### src/rtl/mem_pkg.sv
// Shared definitions for the MEM stage: memory-op codes, FSM states, alignment rule.
package mem_pkg;

    localparam logic [2:0] MEMOP_B  = 3'b000;
    localparam logic [2:0] MEMOP_H  = 3'b001;
    localparam logic [2:0] MEMOP_W  = 3'b010;
    localparam logic [2:0] MEMOP_BU = 3'b100;
    localparam logic [2:0] MEMOP_HU = 3'b101;

    typedef enum logic [1:0] {
        S_IDLE = 2'd0,
        S_REQ  = 2'd1,
        S_WAIT = 2'd2
    } state_t;

    // size is memop[1:0]: 00 byte, 01 half, 10 word
    function automatic logic misaligned(input logic [1:0] size, input logic [1:0] addr_lo);
        case (size)
            2'b01:   return addr_lo[0];
            2'b10:   return |addr_lo;
            default: return 1'b0;
        endcase
    endfunction

endpackage

### src/rtl/mem_stage_if.sv
// Data-memory request/grant/rvalid bus between the MEM stage (master) and memory (slave).
interface mem_stage_if #(parameter int ADDR_W = 32);
    logic              req;
    logic              wr;
    logic [ADDR_W-1:0] addr;
    logic [3:0]        be;
    logic [31:0]       wdata;
    logic              gnt;
    logic              rvalid;
    logic [31:0]       rdata;

    modport master (output req, wr, addr, be, wdata, input gnt, rvalid, rdata);
    modport slave  (input req, wr, addr, be, wdata, output gnt, rvalid, rdata);
endinterface

### src/rtl/load_align.sv
// Picks the addressed byte/half/word out of a read word and sign- or zero-extends it.
module load_align
    import mem_pkg::*;
(
    input  logic [31:0] rdata,
    input  logic [1:0]  addr_lo,
    input  logic [2:0]  memop,
    output logic [31:0] result
);
    logic [7:0]  byte_sel;
    logic [15:0] half_sel;

    always_comb begin
        byte_sel = rdata[{addr_lo, 3'b000} +: 8];
        half_sel = addr_lo[1] ? rdata[31:16] : rdata[15:0];
        result   = rdata;
        case (memop)
            MEMOP_B:  result = {{24{byte_sel[7]}}, byte_sel};
            MEMOP_BU: result = {24'h0, byte_sel};
            MEMOP_H:  result = {{16{half_sel[15]}}, half_sel};
            MEMOP_HU: result = {16'h0, half_sel};
            default:  result = rdata;
        endcase
    end
endmodule

### src/rtl/mem_stage.sv
// MIPS MEM stage with MEM/WB register: one instruction at a time, aligned loads/stores
// over a req/gnt/rvalid bus, misaligned accesses reported instead of issued.
//
//   state  | meaning
//   S_IDLE | ready for EX; ALU ops and misaligned accesses retire from here in one cycle
//   S_REQ  | dm.req held with fixed addr/be/wdata until dm.gnt
//   S_WAIT | load granted, waiting for dm.rvalid
module mem_stage
    import mem_pkg::*;
#(
    parameter int ADDR_W = 32,
    parameter int WREG_W = 5
) (
    input  logic              clk,
    input  logic              resetn,
    input  logic              flush,
    input  logic              ex_valid,
    output logic              ex_ready,
    input  logic [31:0]       ex_aluout,
    input  logic [31:0]       ex_wdata,
    input  logic [2:0]        ex_memop,
    input  logic              ex_memread,
    input  logic              ex_memwrite,
    input  logic              ex_memtoreg,
    input  logic              ex_regwrite,
    input  logic [WREG_W-1:0] ex_wreg,
    mem_stage_if.master       dm,
    output logic              wb_valid,
    output logic              wb_memtoreg,
    output logic [31:0]       wb_readdata,
    output logic [31:0]       wb_aluout,
    output logic              wb_regwrite,
    output logic [WREG_W-1:0] wb_wreg,
    output logic              addr_err
);
    state_t              state;
    logic                killed;
    logic [2:0]          memop_q;
    logic [31:0]         aluout_q;
    logic                memtoreg_q;
    logic                regwrite_q;
    logic [WREG_W-1:0]   wreg_q;

    logic                accept;
    logic                is_mem;
    logic                bad_align;
    logic                kill_now;
    logic [3:0]          st_be;
    logic [31:0]         st_data;
    logic [31:0]         ld_data;

    assign ex_ready  = (state == S_IDLE);
    assign accept    = ex_valid & ex_ready & ~flush;
    assign is_mem    = ex_memread | ex_memwrite;
    assign bad_align = misaligned(ex_memop[1:0], ex_aluout[1:0]);
    assign kill_now  = killed | flush;

    always_comb begin
        st_be   = 4'b1111;
        st_data = ex_wdata;
        case (ex_memop[1:0])
            2'b00: begin
                st_be   = 4'b0001 << ex_aluout[1:0];
                st_data = {4{ex_wdata[7:0]}};
            end
            2'b01: begin
                st_be   = ex_aluout[1] ? 4'b1100 : 4'b0011;
                st_data = {2{ex_wdata[15:0]}};
            end
            default: ;
        endcase
    end

    load_align u_load_align (
        .rdata   (dm.rdata),
        .addr_lo (aluout_q[1:0]),
        .memop   (memop_q),
        .result  (ld_data)
    );

    always_ff @(posedge clk or negedge resetn) begin
        if (!resetn) begin
            state       <= S_IDLE;
            killed      <= 1'b0;
            memop_q     <= 3'b000;
            aluout_q    <= 32'h0;
            memtoreg_q  <= 1'b0;
            regwrite_q  <= 1'b0;
            wreg_q      <= '0;
            dm.req      <= 1'b0;
            dm.wr       <= 1'b0;
            dm.addr     <= '0;
            dm.be       <= 4'h0;
            dm.wdata    <= 32'h0;
            wb_valid    <= 1'b0;
            wb_memtoreg <= 1'b0;
            wb_readdata <= 32'h0;
            wb_aluout   <= 32'h0;
            wb_regwrite <= 1'b0;
            wb_wreg     <= '0;
            addr_err    <= 1'b0;
        end else begin
            wb_valid <= 1'b0;
            addr_err <= 1'b0;
            case (state)
                S_IDLE: begin
                    if (accept) begin
                        if (!is_mem || bad_align) begin
                            wb_valid    <= 1'b1;
                            addr_err    <= is_mem;
                            wb_aluout   <= ex_aluout;
                            wb_memtoreg <= ex_memtoreg;
                            wb_regwrite <= ex_regwrite & ~is_mem;
                            wb_wreg     <= ex_wreg;
                        end else begin
                            state      <= S_REQ;
                            killed     <= 1'b0;
                            dm.req     <= 1'b1;
                            dm.wr      <= ex_memwrite;
                            dm.addr    <= {ex_aluout[ADDR_W-1:2], 2'b00};
                            dm.be      <= st_be;
                            dm.wdata   <= st_data;
                            memop_q    <= ex_memop;
                            aluout_q   <= ex_aluout;
                            memtoreg_q <= ex_memtoreg;
                            regwrite_q <= ex_regwrite;
                            wreg_q     <= ex_wreg;
                        end
                    end
                end
                S_REQ: begin
                    killed <= kill_now;
                    // a same-cycle rvalid cannot belong to this request; it is awaited in S_WAIT
                    if (dm.gnt) begin
                        dm.req <= 1'b0;
                        if (dm.wr) begin
                            state <= S_IDLE;
                            if (!kill_now) begin
                                wb_valid    <= 1'b1;
                                wb_aluout   <= aluout_q;
                                wb_memtoreg <= memtoreg_q;
                                wb_regwrite <= regwrite_q;
                                wb_wreg     <= wreg_q;
                            end
                        end else begin
                            state <= S_WAIT;
                        end
                    end
                end
                S_WAIT: begin
                    killed <= kill_now;
                    if (dm.rvalid) begin
                        state <= S_IDLE;
                        if (!kill_now) begin
                            wb_valid    <= 1'b1;
                            wb_readdata <= ld_data;
                            wb_aluout   <= aluout_q;
                            wb_memtoreg <= memtoreg_q;
                            wb_regwrite <= regwrite_q;
                            wb_wreg     <= wreg_q;
                        end
                    end
                end
                default: state <= S_IDLE;
            endcase
        end
    end
endmodule

### src/flat_wrapper.sv
// flat-port wrapper written by rule: the top's interface ports become plain ports
module mem_stage_flat import mem_pkg::*;
#(
    parameter int ADDR_W = 32,
    parameter int WREG_W = 5
)
  (clk, resetn, flush, ex_valid, ex_ready, ex_aluout, ex_wdata, ex_memop, ex_memread, ex_memwrite, ex_memtoreg, ex_regwrite, ex_wreg, wb_valid, wb_memtoreg, wb_readdata, wb_aluout, wb_regwrite, wb_wreg, addr_err, dm_req, dm_wr, dm_addr, dm_be, dm_wdata, dm_gnt, dm_rvalid, dm_rdata);
  mem_stage_if #(.ADDR_W(ADDR_W)) dm_i ();
  input  logic clk;
  input  logic resetn;
  input  logic flush;
  input  logic ex_valid;
  output logic ex_ready;
  input  logic [31:0] ex_aluout;
  input  logic [31:0] ex_wdata;
  input  logic [2:0] ex_memop;
  input  logic ex_memread;
  input  logic ex_memwrite;
  input  logic ex_memtoreg;
  input  logic ex_regwrite;
  input  logic [WREG_W-1:0] ex_wreg;
  output logic wb_valid;
  output logic wb_memtoreg;
  output logic [31:0] wb_readdata;
  output logic [31:0] wb_aluout;
  output logic wb_regwrite;
  output logic [WREG_W-1:0] wb_wreg;
  output logic addr_err;
  output wire logic [$bits(dm_i.req)-1:0] dm_req;
  output wire logic [$bits(dm_i.wr)-1:0] dm_wr;
  output wire logic [$bits(dm_i.addr)-1:0] dm_addr;
  output wire logic [$bits(dm_i.be)-1:0] dm_be;
  output wire logic [$bits(dm_i.wdata)-1:0] dm_wdata;
  input wire logic [$bits(dm_i.gnt)-1:0] dm_gnt;
  input wire logic [$bits(dm_i.rvalid)-1:0] dm_rvalid;
  input wire logic [$bits(dm_i.rdata)-1:0] dm_rdata;
  assign dm_req = dm_i.req;
  assign dm_wr = dm_i.wr;
  assign dm_addr = dm_i.addr;
  assign dm_be = dm_i.be;
  assign dm_wdata = dm_i.wdata;
  assign dm_i.gnt = dm_gnt;
  assign dm_i.rvalid = dm_rvalid;
  assign dm_i.rdata = dm_rdata;
  mem_stage #(.ADDR_W(ADDR_W), .WREG_W(WREG_W)) u_core (.clk(clk), .resetn(resetn), .flush(flush), .ex_valid(ex_valid), .ex_ready(ex_ready), .ex_aluout(ex_aluout), .ex_wdata(ex_wdata), .ex_memop(ex_memop), .ex_memread(ex_memread), .ex_memwrite(ex_memwrite), .ex_memtoreg(ex_memtoreg), .ex_regwrite(ex_regwrite), .ex_wreg(ex_wreg), .dm(dm_i), .wb_valid(wb_valid), .wb_memtoreg(wb_memtoreg), .wb_readdata(wb_readdata), .wb_aluout(wb_aluout), .wb_regwrite(wb_regwrite), .wb_wreg(wb_wreg), .addr_err(addr_err));
endmodule
### config.mk
export PLATFORM = sky130hd
export DESIGN_NAME = mem_stage_flat
export DESIGN_NICKNAME = d
export VERILOG_FILES = /design/src/rtl/mem_pkg.sv /design/src/rtl/mem_stage_if.sv /design/src/rtl/load_align.sv /design/src/rtl/mem_stage.sv /design/src/flat_wrapper.sv
export SDC_FILE = /design/constraint.sdc
export NUM_CORES = 1
export LEC_CHECK = 0
export BUFFER_PORTS_ARGS = -buffer_cell sky130_fd_sc_hd__buf_2
export CAP_MARGIN = 20
export CORE_UTILIZATION = 51
export DETAILED_ROUTE_END_ITERATION = 16
export PLACE_DENSITY = 0.9
export SLEW_MARGIN = 20
export SYNTH_ARGS = -nofsm -noshare
export SYNTH_HDL_FRONTEND = slang
export SYNTH_SLANG_ARGS = --single-unit
export TNS_END_PERCENT = 10
### constraint.sdc
create_clock -name clk -period 2.7 [get_ports clk]
set_clock_uncertainty 0.05 [all_clocks]
set_input_delay 0.27 -clock clk [delete_from_list [all_inputs] [get_ports clk]]
set_output_delay 0.27 -clock clk [all_outputs]
set_load 0.02 [all_outputs]
# == Yosys cells after proc, flatten, opt, wreduce, memory -nomap -nowiden ==
# Index checks and enable logic that the tools add are counted.
# classes
n_reduce_logical,16
bitwise_logic,9
n_mux,57
n_shift,2
n_eq_ne,13
# op_table
cell,n
$mux W32,6
$pmux W32 S4,1
$pmux W32 S3,1
$pmux W32 S2,1
$shiftx A32 B6 Y8,1
$mux W5,6
$mux W1,26
$mux W16,1
$pmux W5 S3,1
$mux W2,5
$ne A2 B2 Y1 const B,5
$pmux W1 S3,3
$reduce_and A3 Y1,3
$pmux W4 S2,1
$reduce_and A4 Y1,2
$eq A3 B3 Y1 const B,2
$pmux W1 S2,3
$pmux W2 S3,1
$reduce_and A6 Y1,1
$eq A2 B1 Y1 const B,2
$eq A2 B2 Y1 const B,2
$logic_not A2 Y1,2
$mux W4,1
$not A1 Y1,4
11 further kinds,16
# totals
wordCells,116
output_inout_bits,144
regBits,186

# == Logic depth before layout (Yosys ltp) ==
# Gate-level depths: netlist (run 1).
# logic_depth
word_depth,6
ltp_mapped,9
mapped_depth_nobuf,6

# == Hierarchy ==
# From an unflattened synthesis (run 1), not the netlist that was laid out.
# unflattened
cells_unflattened,673
area_unflattened_um2,7837.5
# by_module_without_submodules
mod,instances,area_each_um2,cells_per_inst,seq_area_each_um2
mem_stage,1,6991.7,577,3903.7
load_align,1,845.8,96,0.0

# == Worst setup path before layout (run 1) ==
# Ideal clock, no wire load.
# synth_path
path_type,input-to-reg
from,input ex_memop[1]
to,register u_core.wb_aluout[25]
t_arrival_ns,2.132
path_stages,9
setup_time_ns,0.125
required_ns,2.525
slack_ns,0.393
path_cell_list,clkbuf_1 > inv_1 > ha_1 > nand3_1 > nand4_1 > nand4b_1 > buf_4 > buf_6 > mux2_4
# synth_via
elab_chain_len,5
elab_cells_between_ends,6
cone_classes,eq/ne: 3; mux: 1; reduce/logical: 2
# synth_lines
element,line,source
start: declaration,flat_wrapper.sv:16,input logic [2:0] ex_memop;
$eq A2 B2 Y1 / $eq A2 B1 Y1 (equally long branches),mem_pkg.sv:18,case (size)
$pmux W1 S2 (*),mem_pkg.sv:18,
$logic_or A1 B1 Y1 (*),mem_stage.sv:108,if (!is_mem || bad_align) begin
$ne A2 B2 Y1 (no source line) (*),n/a,
$reduce_and A6 Y1 (no source line) (*),n/a,
end signal: assignment,mem_stage.sv:111,wb_aluout <= ex_aluout;
end signal: assignment,mem_stage.sv:140,wb_aluout <= aluout_q;
end signal: assignment,mem_stage.sv:157,wb_aluout <= aluout_q;
end: declaration,mem_stage.sv:31,"output logic [31:0] wb_aluout,"
# Every way passes the cells marked *; elsewhere a longest branch is shown, timed or not.
# A chain may end at the register's enable or synchronous reset.

# == Worst setup path in the final report (run 1) ==
# layout_path
from,register u_core.state[1]
to,register u_core.wb_aluout[2]
# layout_via
elab_chain_len,5
elab_cells_between_ends,13
cone_classes,eq/ne: 7; mux: 1; bitwise: 2; reduce/logical: 3
# layout_lines
element,line,source
start: declaration,mem_stage.sv:36,state_t state;
start signal: assignment,mem_stage.sv:83,state <= S_IDLE;
start signal: assignment,mem_stage.sv:116,state <= S_REQ;
start signal: assignment,mem_stage.sv:137,state <= S_IDLE;
$logic_not A2 Y1,"mem_stage.sv:52, mem_stage.sv:105",
$and A1 B1 Y1 (2 in series),mem_stage.sv:53,assign accept = ex_valid & ex_ready & ~flush;
$ne A2 B2 Y1 (no source line),n/a,
$reduce_and A6 Y1 (no source line),n/a,
# Several ways; a longest one is shown, not always the timed one.

==> run metrics, run 1 <==
Final setup viols=0; worst-path maximum fanout=30; synth warn=0; setup TNS=0 ps; run status=finished, final reports clean; Mapped Area=about 7500 µm²; Avg Cell Area, Syn=11.6 µm²; RSZ-0062 raised after global routing=false; Arr. time, crit path=between 2000 and 2500 ps; pwr dens=~1300 nW/µm²; Worst setup EP type=flop; Synth cell types=between 40 and 50; Hold Path Class=input port to flop; Post-CTS Resized=0; Initial Utilization=53.1%; startpoint types=flop; global-route wire length before repair=29000 µm; # Post-CTS Setup Buffers=0; Inst Count DP=just over 1000; antenna violations before repair=1; Pleak=4.62 nW; DR WL/cell=17.3 µm; largest net degree at the start of global routing=66; Mapped Cells=~650; initial DRC count=339; Highest Clock Rate=roughly 480 MHz; Worst-Margin Slew=between 700 and 800 ps; H-tree Lvls=4; final WL=roughly 18000 µm; Max VDD drop=about 0.84 mV; die area=about 15000 µm²; DRC viols=0; final hold violations=0; clock tree buffer depth=2; num rows=43; io pins=258; # port buffers=between 200 and 300; vias per cell=roughly 5.4; Detail Placement HPWL=13100 µm; max-cap viol count=0; clk_lat worst skew=roughly 420 ps; period utilization=just under 80%; GPL Wtd Cong=about 0.87; CTS tree=built; Layout area overhead=25.1%; clk sinks=around 160; Pre-Repair DR Iteration Count=5; final critical-path required period=around 2100 ps; Root Buffer=clkbuf_16; area of the core=approximately 14000 µm²; #FFs+latches synth=between 150 and 200; Final nets=between 900 and 1000; vias in the first global route=5797; Max transition margin=around half; total track usage=between 20% and 30%; # diodes=0; sequential share of the synthesized area=a little over half; cts bufs inserted=17; Pins Over Slew Limit=0; clock slew at reported path FFs=about 60 ps; kind of critical path=flop to flop; vias post-DR=between 5000 and 6000; Die Wd=approximately 120 µm; hold_ws=between 20 and 25 ps; Antenna Nets Post-Route=0; Worst EP required=2950 ps; grt ovf=0; final non-filler cell total=between 1000 and 1500; Die H=123 µm; fraction of layout cells with a size suffix above 1=50.5%
-- cell families after synthesis --
family / Yosys count / synth area share, %
muxes: 144 / 22.3
AOI/OAI and AO/OA: 128 / 10.5
DFF: 156 / 52.2
other: 1 / 0.0501
and+or+nand+nor: 128 / 7.24
buffers and inverters: 82 / 6.47
adders and majority gates: 7 / 1.17
-- per-layer routing --
metal / up-vias / part of all wire, % / GRT usage [%]
met4: 2 / 2.8 / 10.8
li1: 2680 / - / -
met3: 40 / 6.7 / 7.66
met1: 2797 / 41 / 31.3
met2: 236 / 49 / 40.7
met5: - / 0.049 / 0
-- repair_timing --
item | CTS | global route
hold endpoints to repair | 62 | 0
setup endpoints to repair | 0 | 0
hold buffers | 1 | 0
-- report_power, final --
part	switching, mW	internal, mW	total [mW]	leakage, nW
Sequential	0.726	3.51	4.24	1.89
Combinational	3.29	2.58	5.87	2.45
Clock	0.941	1.50	2.44	0.281
-- registers in the layout, summed over array words and instances (netlist names) --
register / count
u_core.dm.req: 1
u_core.killed: 1
u_core.wb_aluout: 32
u_core.wreg_q: 5
u_core.wb_readdata: 32
u_core.state: 2
u_core.memtoreg_q: 1
u_core.wb_memtoreg: 1
u_core.dm.wdata: 32
u_core.wb_regwrite: 1
u_core.memop_q: 3
u_core.dm.be: 4
u_core.addr_err: 1
u_core.aluout_q: 32
u_core.dm.wr: 1
u_core.regwrite_q: 1
u_core.wb_valid: 1
u_core.wb_wreg: 5
-- path summary, 6_finish.rpt --
check	startpoint	end	slack, ps	cells past startpoint
max	u_core.state[1]$_DFFE_PN0P_	u_core.wb_aluout[2]$_DFFE_PN0P_	610	7
min	dm_gnt	u_core.dm.req$_DFFE_PN0P_	20	2
max reg2reg	u_core.state[1]$_DFFE_PN0P_	u_core.wb_aluout[2]$_DFFE_PN0P_	610	7
min reg2reg	u_core.dm.wdata[28]$_DFFE_PN0P_	u_core.dm.wdata[28]$_DFFE_PN0P_	420	2
max in group asynchronous	resetn	u_core.wb_readdata[14]$_DFFE_PN0P_	1490	3
min in group asynchronous	resetn	u_core.aluout_q[25]$_DFFE_PN0P_	350	2
-- layout make-up --
type / instances / area, µm²
fill: 1111 / 4740
clock buffer: 21 / 460
tap: 180 / 225
timing repair buffer: 270 / 1460
multi-input combinational: 409 / 3120
clock inverter: 11 / 143
sequential: 156 / 3900
inverter: 11 / 41.3
-- worst max-delay path: stages, from the launching register on --
cell      delay [ps]
dfrtp_1          410
inv_1             90
ha_1             230
inv_1             60
o22ai_1          300
nand4b_1         240
buf_12           230
mux2_2           360
-- metrics by stage --
stage	util, %	instance area [µm²]	setup WS [ps]	total power [mW]
after detailed placement	62.0	8740	416	10.2
final	66.4	9360	607	12.6
after floorplan	-	7480	393	8.52
after CTS	66.4	9360	614	12.7
after global routing	66.4	9360	481	13.3
after global placement	62.0	8740	460	9.95
-- synthesized netlist by cell type, drive strengths merged --
library cell,n,share of area (%)
a41o,1,0.13
and3b,1,0.12
a22oi,17,1.7
o21a,3,0.32
o21ai,46,3.1
inv,11,0.55
mux4,2,0.60
a32o,1,0.13
o31ai,5,0.50
and3,1,0.084
dfrtp,156,52
nor2b,3,0.25
clkbuf,19,0.95
nand4b,1,0.12
nand3,4,0.27
nor2,31,1.6
o21ba,1,0.13
a31oi,2,0.17
conb,1,0.050
nand4,2,0.25
nor3,1,0.067
o211ai,1,0.17
a21oi,34,2.3
nand2,77,3.9
or2,3,0.25
mux2,133,21
ha,7,1.2
mux2i,9,1.2
buf,52,5.0
a22o,9,1.1
or3b,1,0.12
nor4bb,1,0.13
a211oi,2,0.37
o22ai,6,0.50
nand2b,2,0.17
-- placed cells by master (no fill, tap or decap), drive strengths merged, types with 2 or more instances in the layout --
cell type,count
o31ai,5
nor2b,3
o21ai,46
a31oi,2
nand2,77
mux2i,9
nand3,4
a22o,9
o21a,3
nand2b,2
a22oi,17
clkinv,3
buf,269
ha,7
a21oi,34
mux2,133
conb,2
dfrtp,156
bufinv,3
clkbuf,21
clkinvlp,5
mux4,2
or2,3
nand4,2
inv,11
a211oi,2
nor2,31
o22ai,6
(Power assumes the default switching activity.)
==> run 2, diff against run 1 <==
--- a/config.mk
+++ b/config.mk
@@ -5,11 +5,12 @@
 export SDC_FILE = /design/constraint.sdc
 export NUM_CORES = 1
 export LEC_CHECK = 0
+export ABC_AREA = 1
 export BUFFER_PORTS_ARGS = -buffer_cell sky130_fd_sc_hd__buf_2
 export CAP_MARGIN = 20
-export CORE_UTILIZATION = 51
+export CORE_UTILIZATION = 46
 export DETAILED_ROUTE_END_ITERATION = 16
-export PLACE_DENSITY = 0.9
+export PLACE_DENSITY = 0.86
 export SLEW_MARGIN = 20
 export SYNTH_ARGS = -nofsm -noshare
 export SYNTH_HDL_FRONTEND = slang
==> constraint.sdc (replaced) <==
create_clock -name clk -period 1.83 [get_ports clk]
set_clock_uncertainty 0.05 [all_clocks]
set_input_delay 0.183 -clock clk [delete_from_list [all_inputs] [get_ports clk]]
set_output_delay 0.183 -clock clk [all_outputs]
set_load 0.02 [all_outputs]
==> run metrics, run 2 <==
Arr. time, crit path=2050 ps (was 2340 ps); CTS tree=built (unchanged); Inst Count DP=1406 (was 1025); num rows=46 (was 43); worst-path maximum fanout=25 (was 30); Hold Path Class=input port to flop (unchanged); cell with the most instances after synthesis=nand2_1 (was dfrtp_1); final critical-path required period=1790 ps (was 2090 ps); Detail Placement HPWL=15800 µm (was 13100 µm); Layout area overhead=34.1% (was 25.1%); global-route wire length before repair=37100 µm (was 29000 µm); final hold violations=0 (unchanged); Final nets=1395 (was 986); clk_lat worst skew=420 ps (about the same); most instantiated cells after synthesis=311 x nand2_1, 156 x dfrtp_1, 139 x o21ai_0, 99 x inv_1, 55 x nand3_1 (was 156 x dfrtp_1, 123 x mux2_2, 77 x nand2_1, 46 x o21ai_0, 34 x a21oi_1); startpoint types=flop (unchanged); Pre-Repair DR Iteration Count=6 (was 5); P_sw=8.62 mW (was 4.96 mW); final WL=23700 µm (was 18400 µm); GPL Wtd Cong=0.911 (was 0.865); grt ovf=0 (unchanged); Die Wd=132 µm (was 123 µm); dpl ws=4.72 ps (was 416 ps); Sequential Power Share=32.5% (was 33.8%); DR WL/cell=15.7 µm (was 17.3 µm); Post-synth EDFFs=0 (unchanged); #FFs+latches synth=156 (unchanged); die area=17300 µm² (was 15200 µm²); # port buffers=255 (unchanged); Antenna Nets Post-Route=0 (unchanged); Mapped Cells=993 (was 646); combinational share of power=48.7% (was 46.8%); most common cell after layout, fill and taps aside=nand2_1 (was buf_2); Pins Over Slew Limit=0 (unchanged); antenna violations before repair=2 (was 1); Synth area leader=dfrtp_1 (unchanged); setup TNS=0 ps (unchanged); H-tree Lvls=4 (unchanged); Avg Cell Area, Syn=7.77 µm² (was 11.6 µm²); commonest non-fill, non-tap cells in the layout=309 x nand2_1, 254 x buf_2, 156 x dfrtp_1 (was 254 x buf_2, 156 x dfrtp_1, 123 x mux2_2); Clk pwr share=18.8% (was 19.4%); Synth cell types=26 (was 43); Worst EP required=2080 ps (was 2950 ps); Sw Share=45.7% (was 39.5%); max-cap viol count=0 (unchanged); pwr dens=1820 nW/µm² (was 1340 nW/µm²); total track usage=27.2% (was 25.2%); Internal Power=10.3 mW (was 7.59 mW); vias per cell=5.19 (was 5.44); Mapped Area=7720 µm² (was 7480 µm²); vias post-DR=7806 (was 5755); top-area cell type share of the netlist area=50.6% (was 52.2%); DRC viols=0 (unchanged); vias in the first global route=7628 (was 5797); Initial Utilization=47.9% (was 53.1%); Worst setup EP type=flop (unchanged); Async S/R FF share, synth=100% (unchanged); cts bufs inserted=17 (unchanged); Max VDD drop=0.884 mV (was 0.841 mV); Highest Clock Rate=557 MHz (was 478 MHz); largest net degree at the start of global routing=91 (was 66); synth warn=0 (unchanged); initial DRC count=543 (was 339); ranking of synthesized cells by area=dfrtp_1 51%, nand2_1 15%, o21ai_0 9.0% (was dfrtp_1 52%, mux2_2 19%, nand2_1 3.9%); sequential share of the synthesized area=50.6% (was 52.2%); io pins=258 (unchanged); Final setup viols=0 (unchanged); clock tree buffer depth=2 (unchanged); clock slew at reported path FFs=70 ps (was 60 ps); final non-filler cell total=1505 (was 1058); clk sinks=156 (unchanged); Pleak=5.66 nW (was 4.62 nW); fraction of layout cells with a size suffix above 1=25.7% (was 50.5%); RSZ-0062 raised after global routing=true (was false); run status=finished, final reports clean (unchanged); Most used DFF post-synth=dfrtp_1 (unchanged); setup ws final=35.1 ps (was 607 ps); kind of critical path=flop to flop (unchanged); Die H=132 µm (was 123 µm); Root Buffer=clkbuf_16 (unchanged); area of the core=16100 µm² (was 14100 µm²); period utilization=98.1% (was 77.5%)
==> run 2: timing repair <==
| action | 4_1_cts | 5_1_grt |
|---|---|---|
| endpoints found under the hold margin | 212 | 2 |
| pin swaps | 1 | 3 |
| hold buffers | 60 | 2 |
| setup endpoints to repair | 12 | 101 |
| resized for setup | 0 | 12 |
| buffers inserted | 0 | 2 |
| cloned | 0 | 1 |
==> run 2: critical path, cell delays in order (launching register included) <==
cell	delay, ps
dfrtp_1	400
buf_4	140
ha_2	170
inv_1	50
o21ai_1	80
inv_1	110
nand2_2	70
nor2_4	210
nand2_4	100
buf_12	170
nand2_1	70
nand2_1	60
==> run 2: worst paths after layout <==
| path | cells after the start | slack [ps] | start | end |
|---|---|---|---|---|
| setup / recovery | 11 | 40 | u_core.state[1]$_DFFE_PN0P_ | u_core.wb_aluout[21]$_DFFE_PN0P_ |
| hold / removal | 3 | 30 | dm_rdata[3] | u_core.wb_readdata[3]$_DFFE_PN0P_ |
| setup reg to reg | 11 | 40 | u_core.state[1]$_DFFE_PN0P_ | u_core.wb_aluout[21]$_DFFE_PN0P_ |
| hold reg to reg | 2 | 420 | u_core.wb_memtoreg$_DFFE_PN0P_ | u_core.wb_memtoreg$_DFFE_PN0P_ |
| max in group asynchronous | 3 | 900 | resetn | u_core.dm.be[2]$_DFFE_PN0P_ |
| min in group asynchronous | 2 | 160 | resetn | u_core.wb_readdata[16]$_DFFE_PN0P_ |
==> run 2: cell type report <==
cell class	count	area [µm²]
inverters	102	384
repair buffers	346	2250
flip-flops and latches	156	3900
well taps	216	270
diodes	2	5.00
clock buffers	18	429
clock inverters	14	159
fillers	1295	5760
multi-input cells	651	2960
==> run 2: per-stage QoR <==
stage                     utilization (%)  hold slack, ps  power (mW)  instance area, µm²
after floorplan                         -            -163        12.3                7730
after CTS                            63.7            1.28        18.6               10300
final                                64.2            26.8        18.9               10400
after global placement               56.3            33.4        14.6                9070
after global routing                 64.2            20.2        20.1               10400
after detailed placement             56.3            35.1        14.9                9070
==> run 2: layer usage <==
layer  GRT usage [%]  part of all wire [%]
met1            31.5                    39
met5               0                     0
met2            45.6                    49
met4            15.7                   4.4
met3            6.71                   8.2
==> run 2: kinds of logic (layout without fill, tap and decap cells) <==
group	after synthesis	count (layout)	synth area share, %
buffers and inverters	187	480	11.6
DFF	156	156	50.6
adders and majority gates	7	7	1.13
other	1	4	0.0486
AOI/OAI and AO/OA	214	214	14.6
and+or+nand+nor	428	428	22.1
==> run 2: power by group through the flow <==
| stage | Sequential (mW) | Clock, mW | Combinational, mW |
|---|---|---|---|
| 2_1_floorplan | 7.30 | 0 | 4.97 |
| 3_3_place_gp | 6.08 | 0 | 8.48 |
| 3_5_place_dp | 6.10 | 0 | 8.77 |
| 4_1_cts | 6.09 | 3.61 | 8.87 |
| 5_1_grt | 6.28 | 3.78 | 10.0 |
| 6_report | 6.13 | 3.55 | 9.19 |
